File: config.mk
export PLATFORM = sky130hd
export DESIGN_NAME = if_stage
export DESIGN_NICKNAME = d
export VERILOG_FILES = /design/src/rtl/riscv_pkg.sv /design/src/rtl/if_stage_if_idreg.sv /design/src/rtl/if_stage.sv
export SDC_FILE = /design/constraint.sdc
export NUM_CORES = 1
export LEC_CHECK = 0
export BUFFER_PORTS_ARGS = -buffer_cell sky130_fd_sc_hd__buf_2
export CELL_PAD_IN_SITES_DETAIL_PLACEMENT = 2
export CELL_PAD_IN_SITES_GLOBAL_PLACEMENT = 2
export CORE_ASPECT_RATIO = 1.25
export CORE_UTILIZATION = 34
export CTS_CLUSTER_SIZE = 25
export DETAILED_ROUTE_END_ITERATION = 10
export PLACE_DENSITY_LB_ADDON = 0.12
export SYNTH_ARGS = -nofsm -noshare
export SYNTH_HDL_FRONTEND = slang
export SYNTH_SLANG_ARGS = --single-unit
File: constraint.sdc
create_clock -name clk_i -period 6.55 [get_ports clk_i]
set_clock_uncertainty 0.2 [all_clocks]
set_input_delay 0.655 -clock clk_i [delete_from_list [all_inputs] [get_ports clk_i]]
set_output_delay 0.655 -clock clk_i [all_outputs]
set_load 0.02 [all_outputs]
File: src/rtl/riscv_pkg.sv
// Shared RISC-V definitions: PC source encodings and the canonical bubble instruction.
package riscv_pkg;

    typedef enum logic [1:0] {
        PC_SEQ = 2'b00,
        PC_IMM = 2'b01,
        PC_ALU = 2'b10
    } pcsrc_e;

    localparam logic [31:0] NOP_INSTR = 32'h0000_0013;

endpackage

File: src/rtl/if_stage_if_idreg.sv
// IF/ID pipeline register: flush to a bubble, hold on stall, or load a fetched instruction.
module IF_IDReg #(
    parameter logic [31:0] NOP_INSTR = riscv_pkg::NOP_INSTR
) (
    input  logic        clk_i,
    input  logic        rst_ni,
    input  logic        load_i,
    input  logic        flush_i,
    input  logic        hold_i,
    input  logic [31:0] instr_i,
    input  logic [31:0] pc_i,
    output logic        valid_o,
    output logic [31:0] instr_o,
    output logic [31:0] pc_o,
    output logic [31:0] pcPlus4_o
);

    // Flush leaves pc_o/pcPlus4_o alone; only the instruction slot becomes a bubble.
    always_ff @(posedge clk_i or negedge rst_ni) begin
        if (!rst_ni) begin
            valid_o   <= 1'b0;
            instr_o   <= NOP_INSTR;
            pc_o      <= '0;
            pcPlus4_o <= '0;
        end else if (flush_i) begin
            valid_o   <= 1'b0;
            instr_o   <= NOP_INSTR;
        end else if (hold_i) begin
            valid_o   <= valid_o;
        end else if (load_i) begin
            valid_o   <= 1'b1;
            instr_o   <= instr_i;
            pc_o      <= pc_i;
            pcPlus4_o <= pc_i + 32'd4;
        end
    end

endmodule

File: src/rtl/if_stage.sv
// Instruction fetch stage: one outstanding request, redirect/flush handling, stall buffering.
module if_stage #(
    parameter logic [31:0] RESET_PC  = 32'hBFC0_0000,
    parameter logic [31:0] NOP_INSTR = riscv_pkg::NOP_INSTR
) (
    input  logic        clk_i,
    input  logic        rst_ni,
    input  logic        stall_i,
    input  logic [1:0]  PCsrc_i,
    input  logic [31:0] pcPlusImm_i,
    input  logic [31:0] ALUout_i,
    output logic        imem_req_o,
    output logic [31:0] imem_addr_o,
    input  logic        imem_rvalid_i,
    input  logic [31:0] imem_rdata_i,
    output logic        valid_o,
    output logic [31:0] instr_o,
    output logic [31:0] pc_o,
    output logic [31:0] pcPlus4_o
);

    import riscv_pkg::PC_IMM;
    import riscv_pkg::PC_ALU;

    typedef enum logic [1:0] {REQ, WAIT, HOLD, DISCARD} state_e;

    state_e      state;
    logic [31:0] pc;
    logic [31:0] hold_buf;
    logic        redirect;
    logic [31:0] target;
    logic        deliver;
    logic [31:0] deliver_instr;
    logic        ifid_flush;

    always_comb begin
        redirect = 1'b0;
        target   = pc;
        case (PCsrc_i)
            PC_IMM: begin
                redirect = 1'b1;
                target   = pcPlusImm_i;
            end
            PC_ALU: begin
                redirect = 1'b1;
                target   = ALUout_i & ~32'd1;
            end
            default: ;
        endcase
    end

    assign deliver       = !redirect && !stall_i &&
                           ((state == WAIT && imem_rvalid_i) || state == HOLD);
    assign deliver_instr = (state == HOLD) ? hold_buf : imem_rdata_i;
    assign ifid_flush    = redirect || (!stall_i && !deliver);

    // Request is a decode of REQ, gated by reset so nothing is issued while held in reset.
    assign imem_req_o  = rst_ni && (state == REQ);
    assign imem_addr_o = pc;

    always_ff @(posedge clk_i or negedge rst_ni) begin
        if (!rst_ni) begin
            state    <= REQ;
            pc       <= RESET_PC;
            hold_buf <= '0;
        end else begin
            case (state)
                REQ: begin
                    if (redirect) begin
                        pc    <= target;
                        state <= DISCARD;
                    end else begin
                        state <= WAIT;
                    end
                end
                WAIT: begin
                    if (redirect) begin
                        pc    <= target;
                        state <= imem_rvalid_i ? REQ : DISCARD;
                    end else if (imem_rvalid_i) begin
                        if (stall_i) begin
                            hold_buf <= imem_rdata_i;
                            state    <= HOLD;
                        end else begin
                            pc    <= pc + 32'd4;
                            state <= REQ;
                        end
                    end
                end
                HOLD: begin
                    if (redirect) begin
                        pc    <= target;
                        state <= REQ;
                    end else if (!stall_i) begin
                        pc    <= pc + 32'd4;
                        state <= REQ;
                    end
                end
                DISCARD: begin
                    // A redirect coinciding with the stale response still consumes it,
                    // otherwise DISCARD would wait for a response that never comes.
                    if (redirect) begin
                        pc <= target;
                    end
                    if (imem_rvalid_i) begin
                        state <= REQ;
                    end
                end
                default: state <= REQ;
            endcase
        end
    end

    IF_IDReg #(
        .NOP_INSTR(NOP_INSTR)
    ) u_if_id (
        .clk_i    (clk_i),
        .rst_ni   (rst_ni),
        .load_i   (deliver),
        .flush_i  (ifid_flush),
        .hold_i   (stall_i),
        .instr_i  (deliver_instr),
        .pc_i     (pc),
        .valid_o  (valid_o),
        .instr_o  (instr_o),
        .pc_o     (pc_o),
        .pcPlus4_o(pcPlus4_o)
    );

endmodule

Word level (Yosys, flattened, before mapping)
Cells that the tools add are included.

Flip-flop bits (word level): 163. Bits in latches: 0. Memory bits (writable): 0. ROM bits: 0. Input bits: 102. Logic and storage cells: 64. Memories kept: 0.

Add/sub/neg operators: 1. Multipliers: 0. Divide/modulo/power cells: 0. Magnitude comparators: 0. Equal/unequal tests: 10. Shift operators: 0. Multiplexer cells: 24. Bitwise operators: 3. Reduce and logical (&&, ||, !) cells: 19.

Operators by type and width (count): 32-bit 2-to-1 mux (9); 32-bit one-hot mux with 3 select lines (1); 32-bit one-hot mux with 2 select lines (1); 32-bit by 3-bit adder with 32-bit output (second input constant) (1); 2-bit 2-to-1 mux (8); 2-bit one-hot mux with 4 select lines (1); 2-bit == test (second input constant) (3); 3-bit != test (second input constant) (2); 3-bit AND reduction (2); 1-bit logical AND (5); 2-bit by 1-bit == test with 1-bit output (second input constant) (2); 1-bit 2-to-1 mux (4); 2-bit by 1-bit != test with 1-bit output (second input constant) (2); 2-bit AND reduction (2); 4-bit AND reduction (1); 2-bit OR reduction (2); 1-bit logical NOT (3); 1-bit NOT (3); 2-bit logical NOT (1); 1-bit logical OR (2); 2-bit != test (second input constant) (1); 2-bit nonzero test (1).

Logic depth before layout (Yosys ltp)
Depth after elaboration: 11. Mapped depth: 10.

Hierarchy
A second synthesis with hierarchy kept.

Cell total of the unflattened synthesis: 792. Area total of the unflattened synthesis: 7990.2 µm².

By module, submodules not included: IF_IDReg (instances 1, cells each 404, area an instance 4022.6 µm², seq. area each 2381.0 µm²); if_stage (instances 1, cells each 388, area an instance 3967.6 µm², seq. area each 1662.8 µm²).

Least setup slack after synthesis
No wires, ideal clock.

Path kind: input-to-reg. From: input port PCsrc_i[0]. To: register u_if_id.pcPlus4_o[17]. Library setup time: 0.133 ns. Arrival: 2.163 ns. Data required time: 6.217 ns. Setup slack: 4.054 ns. Cell stages on the path: 10. Buffers on the path: 4. Cell sequence: inv_1 > ha_1 > clkbuf_8 > inv_2 > or3_1 > clkbuf_1 > buf_2 > clkbuf_1 > nand2_1 > o21ai_0.

Cells in the longest elaborated chain, start to end: 11. Elaborated cells on any way between the ends: 12. Classes of those cells: 2 x eq/ne; 1 x mux; 1 x bitwise; 8 x reduce/logical.

RTL lines: start, declared (RTL line if_stage.sv:9) `input logic [1:0] PCsrc_i,`; 2-bit == test or 2-bit by 1-bit == test with 1-bit output (tied branches) (RTL line if_stage.sv:39) `case (PCsrc_i)`; 2-bit OR reduction (no line) (*); 1-bit 2-to-1 mux (*) (RTL line if_stage.sv:39); 1-bit logical NOT (RTL line if_stage.sv:52) `assign deliver = !redirect && !stall_i &&`; 1-bit logical AND (2 in series) (RTL line if_stage.sv:52); 1-bit logical NOT (RTL line if_stage.sv:55) `assign ifid_flush = redirect || (!stall_i && !deliver);`; 1-bit logical AND (RTL line if_stage.sv:55); 1-bit logical OR (RTL line if_stage.sv:55); 1-bit NOT (no line); 3-bit AND reduction (no line) (*); end signal, assigned (RTL line if_stage_if_idreg.sv:34) `pcPlus4_o <= pc_i + 32'd4;`; end, declared (RTL line if_stage_if_idreg.sv:15) `output logic [31:0] pcPlus4_o`.

Every way passes the cells marked *; elsewhere a longest branch is shown, timed or not. A chain may end at the register's enable or synchronous reset.

Worst setup path in the final report
From: register state[0]. To: register u_if_id.pcPlus4_o[21].

Cells in the longest elaborated chain, start to end: 9. Elaborated cells on any way between the ends: 10. Classes of those cells: 2 x eq/ne; 1 x bitwise; 7 x reduce/logical.

RTL lines: start, declared (RTL line if_stage.sv:27) `state_e state;`; start signal, assigned (RTL line if_stage.sv:79) `state <= imem_rvalid_i ? REQ : DISCARD;`; 2-bit by 1-bit == test with 1-bit output (RTL line if_stage.sv:53) `((state == WAIT && imem_rvalid_i) || state == HOLD);`; 1-bit logical AND (RTL line if_stage.sv:53); 1-bit logical OR (*) (RTL line if_stage.sv:53); 1-bit logical AND (*) (RTL line if_stage.sv:52); 1-bit logical NOT (RTL line if_stage.sv:55); 1-bit logical AND (RTL line if_stage.sv:55); 1-bit logical OR (RTL line if_stage.sv:55); 1-bit NOT (no line); 3-bit AND reduction (no line) (*).

Marked as above.

==> qor.yml <==
status: "complete, no violations"
grt_start_max_net_pins: 76
synth-seq-cells: 161
tightest_slew_ps: 962
ys_warn_count: 0
io_pins: 232
antenna_found_initial: 4
placed_cells: 1255
yosysMostFrequentCell: "nand2_1"
final_cell_area_um2: 9780
final.min_clock_period_ps: 3300
crit_path_max_incr_delay_ps: 710
final_util: 0.436
setup_viol: 0
cts_tree: "built"
cp_top_family: "buffers and inverters"
drc: 0
path_buf_inv: 3
synth_edf_count: 0
cp_num_cells: 8
fmaxAchievable_mhz: 303
worstSetupPathType: "reg -> reg"
ys_seq_area_frac: 0.514
cp_cell_sequence: "inv_1 > ha_2 > buf_4 > a21oi_1 > or3_4 > buf_4 > nor3_1 > a211o_1"
hold_violations: 0
syn-num-nets: 903
stdcell_count: 1290
synthCells: 793
die_x_um: 138
required_ps: 6670
hpwl_mm: 18.7
vias: 6821
insertion_delay_ps: 440
post_dp_cell_area_um2: 9160
yosys-top-cells-count: "nand2_1, dfrtp_1, o21ai_0, clkbuf_1, mux2i_1"
ir_worst_vdd_mv: 0.176
arrival_ps: 3420
drive_gt1_frac: 0.339
num-fill-cells: 2485
leakage_nw: 4.64
period_share: 0.503
fp.dieArea_um2: 23800
cts_resized: 0
gp_congestion: 0.763
synthFlopType: "dfrtp_1"
area_growth_pct: 24.3
yosysUniqueCellTypes: 65
crit_top_cell: "buf_4"
hp-class: "in -> reg"
rr_worst_depth: 8
cts.path.max_buffers: 2
r2r_end: "u_if_id.pcPlus4_o[21]$_DFFE_PN0P_"
totalPowerFinal_mw: 4.13
cts_buffers: 17
start_util: 0.351
synth_top_area_frac: 0.474
grt_pass1_wl_mm: 42.0
rsz0062_at_grt: "no"
clk_pin_slew_ps: 80
timing.critical_path.from: "state[0]$_DFFE_PN0P_"
nets: 1102
cts_sinks: 161
crit_end: "u_if_id.pcPlus4_o[21]$_DFFE_PN0P_"
cp-end-kind: "register"
port_buffers: 230
hold_buffers: 1
routedWlPerCell_um: 20.5
avgSynthCellArea_um2: 9.92
drtAntennaViolNets: 0
firstDrtPassIters: 4
drt_wl_total_mm: 26.4
relSlewSlack: 0.359
critPathMaxFanout: 75
core_area_um2: 22400
yosysTopAreaCell: "dfrtp_1"
power_density_nw_per_um2: 423
setup_tns_ps: 0
htreeDepth: 4
ys_top_cells_by_area: "dfrtp_1, nand2_1, o21ai_0"
min-delay-start: "imem_rdata_i[28]"
synth_area_um2: 7870
reg2reg_setup_slack_ps: 3250
finalMaxSlewViolations: 0
slowest_stage: "buf_4"
avgViaCountPerCell: 5.29
ys_async_sr_fraction: 1.00
root_buffer: "clkbuf_16"
cp-start-kind: "register"
die_h_um: 172
grt_pass1_vias: 7319
r2r_start: "state[0]$_DFFE_PN0P_"
maxCapViolations: 0
row_count: 61
dr.first_iter.drc_count: 243
grt_usage: 0.230
grt_overflow: 0
cts_setup_buffers: 0
==> registers in the layout, summed over array words and instances, names as in the netlist, named ones only <==
| register | cells |
|---|---|
| hold_buf | 32 |
| u_if_id.pc_o | 32 |
| u_if_id.pcPlus4_o | 30 |
| state | 2 |
| imem_addr_o | 31 |
| u_if_id.instr_o | 32 |
| u_if_id.valid_o | 1 |
==> area by class of cell <==
type                    instances  area (um^2)  share of cell area
clock inverters                14          168              0.0171
well taps                     283          354              0.0362
diodes                          2         5.00            0.000512
multi-input cells             557         3460               0.354
inverters                      11         41.3             0.00422
flip-flops and latches        161         4040               0.414
clock buffers                  18          439              0.0449
repair buffers                244         1260               0.129
==> cells by family after synthesis <==
kind of cell               share of synthesized area
AOI/OAI and AO/OA                              0.124
xor gates and xnor gates                      0.0390
adders and majority gates                     0.0127
buffers and inverters                         0.0487
DFF                                            0.514
muxes                                         0.0891
and+or+nand+nor                                0.172
==> metal layers <==
metal | routed length, um | global-route usage | vias to the layer above | part of all wire
li1 | - | - | 3151 | -
met1 | 11400 | 0.283 | 3455 | 0.43
met2 | 13100 | 0.388 | 172 | 0.50
met3 | 1310 | 0.0590 | 39 | 0.050
met4 | 537 | 0.0827 | 4 | 0.020
met5 | 20 | 0 | - | 0.00076
==> worst min-delay path by stage <==
| stage | cells past startpoint | slack, ps | to |
|---|---|---|---|
| floorplan | 0 | 160 | async pin |
| global placement | 2 | 250 | u_if_id.pc_o[31]$_DFFE_PN0P_ |
| detailed placement | 2 | 260 | u_if_id.pcPlus4_o[3]$_DFFE_PN0P_ |
| CTS | 2 | 240 | hold_buf[28]$_DFFE_PN0P_ |
| global route | 2 | 240 | hold_buf[28]$_DFFE_PN0P_ |
| finish | 2 | 260 | hold_buf[28]$_DFFE_PN0P_ |
==> worst reg2reg max path: cells and delay by family (launching register included) <==
kind	cells	cell delay, ps
buffers and inverters	3	1150
and+or+nand+nor	2	710
AOI/OAI and AO/OA	2	560
DFF	1	390
adders and majority gates	1	190
==> through the flow <==
| stage | setup slack, ps | hold slack [ps] |
|---|---|---|
| final | 3250 | 255 |
| after CTS | 3180 | 243 |
| after floorplan | 4050 | 159 |
| after global placement | 2920 | 254 |
| after detailed placement | 2860 | 262 |
| after global routing | 3030 | 243 |
==> layout by cell type (no fill, tap or decap), types with 5 or more instances in the layout <==
cell	Yosys	routed
a221oi_1	9	9
mux2_2	32	32
buf_2	11	229
clkbuf_16	0	17
a21oi_1	20	20
nand3_1	9	8
o21ai_0	81	81
inv_1	10	10
nand4_1	12	12
mux2i_1	34	34
nor2_1	24	24
dfstp_2	12	12
dfrtp_1	149	149
a222oi_1	6	6
buf_4	6	13
o22ai_1	5	5
nand2_1	177	177
ha_1	8	7
a22oi_1	14	14
o21ai_1	8	8
and3_1	6	6
xnor2_1	32	32
nor4_1	8	8
nor3_1	19	18
==> power by group <==
part / total [mW] / switching (mW) / internal, mW
clock: 1.04 / 0.484 / 0.557
combinational: 1.47 / 0.936 / 0.537
sequential: 1.62 / 0.286 / 1.33
(Power assumes the default switching activity.)
